<file path="src/rtl/elapsed_timer_pkg.sv">
// Shared types and default timing constants for the elapsed (up-counting) game timer.
// The display formatter imports the same defaults.
package elapsed_timer_pkg;

  typedef enum logic [1:0] {
    StIdle,
    StRunning,
    StPaused,
    StSaturated
  } state_e;

  typedef logic [3:0] bcd_digit_t;

  // 65 MHz clock, 100 ms per tick
  localparam logic [24:0] DefaultTickPeriod = 25'd6_500_000;
  localparam logic [13:0] DefaultMaxTenths  = 14'd9999;

endpackage

</file>
<file path="src/rtl/bcd_digit_counter.sv">
// Single decade counter; carry is combinational so a chain of these ripples in one cycle.
module bcd_digit_counter
  import elapsed_timer_pkg::*;
(
  input  logic       clk_in,
  input  logic       rst_n_in,
  input  logic       clear,
  input  logic       inc,
  output bcd_digit_t digit,
  output logic       carry
);

  bcd_digit_t digit_q, digit_d;

  always_comb begin
    digit_d = digit_q;
    if (clear) begin
      digit_d = '0;
    end else if (inc) begin
      digit_d = (digit_q == 4'd9) ? 4'd0 : digit_q + 4'd1;
    end
  end

  always_ff @(posedge clk_in or negedge rst_n_in) begin
    if (!rst_n_in) begin
      digit_q <= '0;
    end else begin
      digit_q <= digit_d;
    end
  end

  assign digit = digit_q;
  assign carry = inc && (digit_q == 4'd9);

endmodule

</file>
<file path="src/rtl/elapsed_timer.sv">
// Up-counting stopwatch in 100 ms units with pause/resume, lap capture and saturation.
// Binary and BCD counts advance in lockstep; BCD never needs a conversion step.
module elapsed_timer
  import elapsed_timer_pkg::*;
#(
  parameter logic [24:0] TICK_PERIOD = DefaultTickPeriod,
  parameter logic [13:0] MAX_TENTHS  = DefaultMaxTenths
) (
  input  logic        clk_in,
  input  logic        rst_n_in,
  input  logic        start_in,
  input  logic        stop_in,
  input  logic        resume_in,
  input  logic        lap_in,
  output logic [13:0] tenths_out,
  output logic [15:0] bcd_out,
  output logic [15:0] lap_bcd_out,
  output logic        running_out,
  output logic        saturated_out,
  output logic        tick_out
);

  state_e      state_q, state_d;
  logic [24:0] presc_q, presc_d;
  logic [13:0] tenths_q, tenths_d;
  logic [15:0] lap_q, lap_d;
  logic        tick_q;
  logic        tick_due;
  logic        fire;
  logic [15:0] bcd;
  logic [3:0]  digit_inc;
  logic [3:0]  digit_carry;
  logic        unused_carry;

  assign tick_due = (presc_q == TICK_PERIOD - 25'd1);

  always_comb begin
    state_d  = state_q;
    presc_d  = presc_q;
    tenths_d = tenths_q;
    fire     = 1'b0;
    if (start_in) begin
      state_d  = StRunning;
      presc_d  = '0;
      tenths_d = '0;
    end else begin
      unique case (state_q)
        StRunning: begin
          if (stop_in) begin
            state_d = StPaused;
            // A stop on the tick cycle parks the prescaler at the boundary,
            // so the deferred tick fires on the first cycle after resume.
            if (!tick_due) presc_d = presc_q + 25'd1;
          end else if (tick_due) begin
            fire     = 1'b1;
            presc_d  = '0;
            tenths_d = tenths_q + 14'd1;
            if (tenths_q + 14'd1 == MAX_TENTHS) state_d = StSaturated;
          end else begin
            presc_d = presc_q + 25'd1;
          end
        end
        StPaused: begin
          if (!stop_in && resume_in) state_d = StRunning;
        end
        StIdle, StSaturated: begin
        end
        default: state_d = StIdle;
      endcase
    end
  end

  // Lap samples the registered BCD, i.e. the value before this edge's update.
  assign lap_d = lap_in ? bcd : lap_q;

  always_ff @(posedge clk_in or negedge rst_n_in) begin
    if (!rst_n_in) begin
      state_q  <= StIdle;
      presc_q  <= '0;
      tenths_q <= '0;
      lap_q    <= '0;
      tick_q   <= 1'b0;
    end else begin
      state_q  <= state_d;
      presc_q  <= presc_d;
      tenths_q <= tenths_d;
      lap_q    <= lap_d;
      tick_q   <= fire;
    end
  end

  assign digit_inc = {digit_carry[2:0], fire};

  for (genvar i = 0; i < 4; i++) begin : g_digit
    bcd_digit_counter u_digit (
      .clk_in   (clk_in),
      .rst_n_in (rst_n_in),
      .clear    (start_in),
      .inc      (digit_inc[i]),
      .digit    (bcd[4*i +: 4]),
      .carry    (digit_carry[i])
    );
  end

  assign unused_carry = digit_carry[3];

  assign tenths_out    = tenths_q;
  assign bcd_out       = bcd;
  assign lap_bcd_out   = lap_q;
  assign running_out   = (state_q == StRunning);
  assign saturated_out = (state_q == StSaturated);
  assign tick_out      = tick_q;

endmodule

</file>
<file path="config.mk">
export PLATFORM = sky130hd
export DESIGN_NAME = elapsed_timer
export DESIGN_NICKNAME = d
export VERILOG_FILES = /design/src/rtl/elapsed_timer_pkg.sv /design/src/rtl/bcd_digit_counter.sv /design/src/rtl/elapsed_timer.sv
export SDC_FILE = /design/constraint.sdc
export NUM_CORES = 1
export LEC_CHECK = 0
export BUFFER_PORTS_ARGS = -buffer_cell sky130_fd_sc_hd__buf_2
export CORE_MARGIN = 3
export CORE_UTILIZATION = 50
export CTS_CLUSTER_SIZE = 30
export DETAILED_ROUTE_END_ITERATION = 8
export PLACE_DENSITY = 0.74
export SKIP_CTS_REPAIR_TIMING = 1
export SLEW_MARGIN = 10
export SYNTH_ARGS = -nofsm -noshare
export SYNTH_HDL_FRONTEND = slang
export SYNTH_SLANG_ARGS = --single-unit
export TNS_END_PERCENT = 1
</file>
<file path="constraint.sdc">
create_clock -name clk_in -period 2.55 [get_ports clk_in]
set_clock_uncertainty 0.15 [all_clocks]
set_input_delay 0.51 -clock clk_in [delete_from_list [all_inputs] [get_ports clk_in]]
set_output_delay 0.51 -clock clk_in [all_outputs]
set_load 0.005 [all_outputs]
</file>
### After elaboration in Yosys (flattened, before gate mapping)

Cells that the tools add are included.

* bits in writable memories: 0
* memories: 0
* flip-flop bits (word level): 74
* output and inout port bits: 49
* bits in latches: 0
* input bits: 6
* memory bits (read-only): 0
* word-level logic and storage cells: 75

* divide/modulo/power cells: 0
* add/sub/neg operators: 6
* bitwise gates (word level): 0
* shift-type cells: 0
* equal/unequal tests: 14
* multipliers: 0
* reduce and logical (&&, ||, !) cells: 15
* magnitude comparators: 0
* multiplexer cells: 31

Operator list (number)
* $mux W25: 5
* $mux W14: 4
* $mux W4: 12
* $add A25 B1 Y25 const B: 1
* $eq A25 B23 Y1 const B: 1
* $add A4 B1 Y4 const B: 4
* $eq A4 B4 Y1 const B: 4
* $add A14 B1 Y14 const B: 1
* $eq A14 B14 Y1 const B: 1
* $reduce_bool A2 Y1: 6
* $mux W2: 5
* $ne A4 B3 Y1 const B: 2
* $ne A3 B3 Y1 const B: 2
* $eq A2 B2 Y1 const B: 2
* $logic_and A1 B1 Y1: 4
* $mux W1: 4
* $pmux W2 S2: 1
* $reduce_and A4 Y1: 1
* $reduce_and A3 Y1: 1
* $reduce_bool A3 Y1: 1
* $eq A2 B1 Y1 const B: 1
* $ne A2 B2 Y1 const B: 1
* $reduce_and A2 Y1: 1
* $logic_not A1 Y1: 1

### Logic depth before layout (Yosys ltp)

Gate-level depths: netlist of the first run.

* depth after elaboration: 10
* mapped depth: 7
* depth with buffers taken out: 7

### Cells and area by module

A second synthesis of the first run with hierarchy kept.

* cell total of the unflattened synthesis: 429
* area total of the unflattened synthesis: 4107.7 um^2

By module, submodules not included
* elapsed_timer: area each 3141.8 um^2, instances 1, cells each 325, seq. area each 1451.4 um^2
* bcd_digit_counter: area each 241.5 um^2, instances 4, cells each 26, seq. area each 100.1 um^2

### Least setup slack after synthesis of the first run

No wires, ideal clock.

* path kind: reg2reg
* start: register presc_q[18]
* end: register tenths_q[6] (netlist: tenths_out[6])
* clock period less this slack: 2.801 ns
* required time: 2.322 ns
* buffers on the path: 0
* stages on the path, launching flop included: 6
* arrival time: 2.573 ns
* slack: -0.251 ns
* library setup time: 0.078 ns
* path through: dfrtp_1 or4b_1 or4_4 or4_4 or4_1 a21oi_1

* cells in the longest elaborated chain, start to end: 3

RTL lines
* start: declaration: line elapsed_timer.sv:24 `logic [24:0] presc_q, presc_d;`
* start signal: assignment: line elapsed_timer.sv:85 `presc_q <= presc_d;`
* $eq A25 B23 Y1: line elapsed_timer.sv:35 `assign tick_due = (presc_q == TICK_PERIOD - 25'd1);`
* $reduce_bool A2 Y1 (no line)
* $reduce_and A3 Y1 (no line)
* end signal: assignment: line elapsed_timer.sv:86 `tenths_q <= tenths_d;`
* end: declaration: line elapsed_timer.sv:25 `logic [13:0] tenths_q, tenths_d;`

Every way passes these cells.
A chain may end at the register's enable or synchronous reset.

### Worst setup path after layout of the first run

* start: register presc_q[24]
* end: register tenths_q[6] (netlist: tenths_out[6])

The elaborated chain is that of the path after synthesis.

==> results_dict.tcl, run 1 <==
set metrics [dict create \
    vias 3704 \
    cp.arrival_ns 2.82 \
    die_area_um2 9110 \
    maxCapViolations 0 \
    grt_max_degree 29 \
    fp.dieH_um 95.5 \
    pre_cts_ws_ns -0.136 \
    grt_pass1_wl_mm 16.5 \
    drc 0 \
    period_needed_ns 2.67 \
    intPower_mw 1.69 \
    worst-setup-path-type "reg -> reg" \
    antenna_cells 0 \
    port_buffers 54 \
    grt_pass1_vias 3495 \
    comb_power_share_pct 5.6 \
    regArea_um2 1850 \
    synth_cell_type_count 59 \
    netlist_area_um2 4000 \
    vdd_drop_max_mv 0.296 \
    ys_seq_elements 74 \
    die_w_um 95.5 \
    period_share_pct 105 \
    grt_overflow 0 \
    core_area_um2 7520 \
    violations "negative setup slack" \
    drive_above_1_share_pct 29.0 \
    setup_tns_ns -0.218 \
    synth_edf_count 0 \
    first_pass_iters 5 \
    avgRoutedWirePerCell_um 16.3 \
    slew_violations 0 \
    slew_headroom_pct 53.0 \
    crit_path_end_kind "flip-flop" \
    io_pins 55 \
    power_mw 2.28 \
    fmaxAchievable_ghz 0.374 \
    track_usage_pct 23.1 \
    hpwlAfterDp_mm 7.17 \
    multiInputGateArea_um2 2130 \
    switchingPower_mw 0.587 \
    power_density_nw_per_um2 457 \
    ant_nets 0 \
    power.leakage_nw 2.23 \
    cts_buffers 9 \
    async_flop_share_pct 100 \
    slowest_stage "or4_4" \
    num-fill-cells 616 \
    cp-start-kind "flip-flop" \
    p_sw_share_pct 25.8 \
    seq_area_frac_synth_pct 46.3 \
    finalSetupViolCount 5 \
    crit_top_cell "or4_4" \
    cts_sinks 74 \
    synthCells 424 \
    drtIter0Drc 263 \
    htree_levels 3 \
    seq_power_share_pct 52.2 \
    max_stage_delay_ns 0.55 \
    synthesis.nets 441 \
    clock_path_buffers 2 \
    final_nets 533 \
    avgSynthCellArea_um2 9.44 \
    yosys_warnings 0 \
    rsz0062_at_grt "true" \
    finalHoldViolCount 0 \
    synth_ff_type "dfrtp_1" \
    viasPerCell 5.97 \
    clock_power_share_pct 42.2 \
    area_growth_syn_to_layout_pct 24.5 \
    holdWs_ns 0.0351 \
    ctsRootBufferMaster "clkbuf_8" \
    status "complete, but fails checks" \
    worstPathRequired_ns 2.69 \
    r2r_cells 5 \
    cts_tree "built" \
    antenna_found_initial 0 \
    start_util_pct 53.2 \
    worst_pin_slew_ns 0.705 \
    crit_path_max_fanout 5 \
    gp_congestion 0.933 \
    wl_mm 10.1 \
    clk_pin_slew_worst_paths_ns 0.09 \
    timing.final.ws_setup_ns -0.124 \
    row_count 31 \
    crit_chain "or4_4 -> or4_4 -> or4_4 -> or4_4 -> a21oi_2" \
    insertion_delay_ns 0.36 \
    min_path_type "in -> async" \
]
[registers in the layout (all words and copies together) (netlist names)]
| register | count |
|---|---|
| presc_q | 25 |
| g_digit.u_digit.digit | 16 |
| state_q | 2 |
| lap_bcd_out | 16 |
| tick_out | 1 |
| tenths_out | 14 |
[final cells by class]
class | count | share of cell area, %
sequential | 74 | 37.2
multi-input combinational | 318 | 42.7
timing repair buffer | 95 | 12.2
clock buffer | 9 | 2.49
inverter | 18 | 1.36
tap | 99 | 2.49
clock inverter | 7 | 1.68
[stage by stage]
step,utilization [%],cells,cell area [µm²]
after floorplan,-,424,4010
after global placement,62.3,604,4680
after detailed placement,62.3,604,4680
after CTS,65.0,620,4890
after global routing,66.2,620,4980
final,66.2,620,4980
[per-layer routing]
metal | track usage [%] | share of wire, % | vias up | wire (µm)
met4 | 8.41 | 1.4 | 0 | 145
met3 | 5.21 | 7.2 | 17 | 730
met2 | 36.0 | 48 | 158 | 4820
met1 | 31.5 | 44 | 1774 | 4390
li1 | - | - | 1755 | -
met5 | 0 | 0 | - | 0
[power groups by stage]
stage	clock (mW)	combinational, mW	sequential [mW]
global placement	0	0.124	1.21
finish	0.961	0.128	1.19
CTS	0.984	0.126	1.19
floorplan	0	0.0568	1.21
detailed placement	0	0.126	1.21
global route	1.04	0.142	1.19
[placed cells by master, fill, tap and decap left out, types with 4 or more instances in the layout]
master,count
o21ai_0,21
xor2_1,7
or3_1,22
nand2b_1,4
ha_1,11
o31ai_1,5
nor3_1,9
buf_4,38
or4_4,4
nand4_1,11
a31oi_1,4
nor4_1,4
nand2_1,30
clkbuf_8,9
and3_1,9
xnor2_1,9
a21oi_1,33
buf_2,54
mux2_2,16
nor2_1,32
nand3_1,22
dfrtp_1,74
o21ai_1,4
inv_1,16
[final timing paths]
| kind | start | end | slack, ns |
|---|---|---|---|
| max reg2reg | presc_q[24] | tenths_out[6] | -0.12 |
| min | rst_n_in | tenths_out[4] | 0.04 |
| min in group clk_in | start_in | presc_q[7] | 0.33 |
| max in group asynchronous | rst_n_in | presc_q[10] | 1.62 |
| min reg2reg | lap_bcd_out[0] | lap_bcd_out[0] | 0.36 |
| max | presc_q[24] | tenths_out[6] | -0.12 |
[critical path, delay by kind of cell, from the launching register on]
family,cells,cell delay [ns]
AND/OR/NAND/NOR,4,1.94
AO/OA/AOI/OAI,1,0.14
flip-flops,1,0.38
[cell families after synthesis]
family          after synthesis  synth area share, %
buf+inv                      32                 3.03
xor+xnor                     16                 3.50
mux                          18                 5.00
compound gates               94                 14.3
simple gates                179                 24.4
fa+ha+maj                    11                 3.44
flops                        74                 46.3
[cell usage after synthesis (3+ instances only)]
library cell / n / area share (%)
o22ai_1: 3 / 0.47
o31ai_1: 6 / 1.1
or3_1: 22 / 3.4
clkbuf_1: 12 / 1.1
nand4_1: 11 / 1.7
dfrtp_1: 74 / 46
and3_1: 9 / 1.4
inv_1: 16 / 1.5
nor3_1: 9 / 1.1
a31oi_1: 4 / 0.63
nand2b_1: 4 / 0.63
xor2_1: 7 / 1.5
ha_1: 11 / 3.4
nor4_1: 9 / 1.4
or2_2: 3 / 0.47
or4_1: 4 / 0.75
nor2_1: 32 / 3.0
a21oi_1: 34 / 4.3
o2111ai_1: 3 / 0.66
nand2_1: 30 / 2.8
o21ai_0: 25 / 3.1
nand3_1: 25 / 3.1
xnor2_1: 9 / 2.0
mux2_2: 16 / 4.5
No activity file was read; power rests on OpenSTA's default activity.
==> run 2: changes to the inputs <==
--- a/config.mk
+++ b/config.mk
@@ -11,6 +11,7 @@
 export CTS_CLUSTER_SIZE = 30
 export DETAILED_ROUTE_END_ITERATION = 8
 export PLACE_DENSITY = 0.74
+export RECOVER_POWER = 100
 export SKIP_CTS_REPAIR_TIMING = 1
 export SLEW_MARGIN = 10
 export SYNTH_ARGS = -nofsm -noshare
==> results_dict.tcl, run 2 (same netlist as run 1, synthesis figures left out) <==
set metrics [dict create \
    grt_max_degree 29 \
    crit_chain "or4_4 -> or4_4 -> or4_4 -> or4_4 -> a21oi_2" \
    die_w_um 95.5 \
    switchingPower_mw 0.582 \
    worst-setup-path-type "reg -> reg" \
    power_density_nw_per_um2 458 \
    regArea_um2 1850 \
    p_sw_share_pct 25.6 \
    violations "max-capacitance violations, max-slew violations, negative setup slack" \
    grt_pass1_wl_mm 16.5 \
    top_register "presc_q" \
    cp-start-kind "flip-flop" \
    port_buffers 54 \
    crit_path_max_fanout 5 \
    antenna_cells 0 \
    postLayoutCellArea_um2 4950 \
    vdd_drop_max_mv 0.297 \
    first_pass_iters 5 \
    track_usage_pct 23.1 \
    hpwlAfterDp_mm 7.17 \
    fp.dieH_um 95.5 \
    clock_path_buffers 2 \
    vias 3715 \
    drtIter0Drc 275 \
    final_cell_mix "74 x dfrtp_1, 52 x buf_2, 38 x buf_4" \
    crit_path_end_kind "flip-flop" \
    htree_levels 3 \
    wl_mm 10.1 \
    reg2reg_from "presc_q[24]" \
    viasPerCell 5.99 \
    grt_pass1_vias 3495 \
    cts_sinks 74 \
    num-fill-cells 620 \
    seq_power_share_pct 52.4 \
    regToRegSetupSlack_ns -0.12 \
    r2r_cells 5 \
    power_mw 2.27 \
    hp-start "start_in" \
    cts_buffers 9 \
    io_pins 55 \
    maxCapViolations 1 \
    clk_pin_slew_worst_paths_ns 0.09 \
    grt_overflow 0 \
    avgRoutedWirePerCell_um 16.3 \
    cp.arrival_ns 2.81 \
    holdWs_ns 0.323 \
    rsz0062_at_grt "true" \
    utilization_pct 65.8 \
    final_common_cell "dfrtp_1" \
    start_util_pct 53.2 \
    area_growth_syn_to_layout_pct 23.7 \
    drc 0 \
    intPower_mw 1.69 \
    max_stage_delay_ns 0.55 \
    insertion_delay_ns 0.36 \
    largest_reg_flops 25 \
    worstPathRequired_ns 2.69 \
    holdPathEnd "presc_q[7]" \
    finalHoldViolCount 0 \
    r2r-end "tenths_out[6]" \
    finalSetupViolCount 5 \
    slowest_stage "or4_4" \
    clock_power_share_pct 42.2 \
    worst_pin_slew_ns 1.51 \
    multiInputGateArea_um2 2130 \
    antenna_found_initial 0 \
    die_area_um2 9110 \
    crit_top_cell "or4_4" \
    hold_depth 2 \
    fmaxAchievable_ghz 0.375 \
    power.leakage_nw 2.22 \
    placed_area_um2 4680 \
    comb_power_share_pct 5.4 \
    slew_violations 29 \
    period_share_pct 105 \
    final_nets 533 \
    timing.final.ws_setup_ns -0.120 \
    row_count 31 \
    status "complete, but fails checks" \
    drive_above_1_share_pct 28.6 \
    ctsRootBufferMaster "clkbuf_8" \
    period_needed_ns 2.67 \
    core_area_um2 7520 \
    gp_congestion 0.933 \
    cts_tree "built" \
    slew_headroom_pct -0.728 \
    min_path_type "in -> reg" \
    ant_nets 0 \
]
run 2: cell types whose count changed in the layout (fill, tap and decap cells not counted), sizes merged:
cell    previous run  this run
buf               95        91
clkbuf             9        13
run 2: per-stage QoR:
stage	std cells	setup TNS, ns	setup slack [ns]
finish	620	-0.216	-0.120
global route	620	-1.18	-0.178
CTS	620	-1.58	-0.156
detailed placement	604	-1.17	-0.136
global placement	604	-0.494	-0.0670
floorplan	424	-0.0949	-0.0549
run 2: power by group through the flow:
stage	registers [mW]	clock network, mW	logic, mW
3_3_place_gp	1.21	0	0.124
4_1_cts	1.19	0.984	0.126
2_1_floorplan	1.21	0	0.0568
5_1_grt	1.19	1.04	0.136
3_5_place_dp	1.21	0	0.126
6_report	1.19	0.957	0.122
run 2: worst max-delay path: cells and delay by family (launching register included):
family	cells	cell delay, ns
AO/OA/AOI/OAI	1	0.13
flip-flops	1	0.38
AND/OR/NAND/NOR	4	1.94
run 2: how the worst max path moves through the flow:
| stage | start | to | slack [ns] | cells past startpoint |
|---|---|---|---|---|
| floorplan | presc_q[20] | tenths_out[7] | -0.05 | 6 |
| global placement | presc_q[24] | tenths_out[6] | -0.07 | 5 |
| detailed placement | presc_q[24] | tenths_out[6] | -0.14 | 5 |
| CTS | presc_q[24] | tenths_out[6] | -0.16 | 5 |
| global route | presc_q[24] | tenths_out[6] | -0.18 | 5 |
| finish | presc_q[24] | tenths_out[6] | -0.12 | 5 |
run 2: metal layers:
metal | part of all wire, % | GRT usage (%)
met1 | 44 | 31.5
met2 | 48 | 36.0
met3 | 6.5 | 5.21
met4 | 1.6 | 8.41
met5 | 0 | 0
run 2: final cells by class:
cell class              instances  area share, %
multi-input cells             318           42.9
flip-flops and latches         74           37.4
repair buffers                 95           11.6
clock buffers                   9           2.50
well taps                      99           2.50
clock inverters                 7           1.69
inverters                      18           1.36
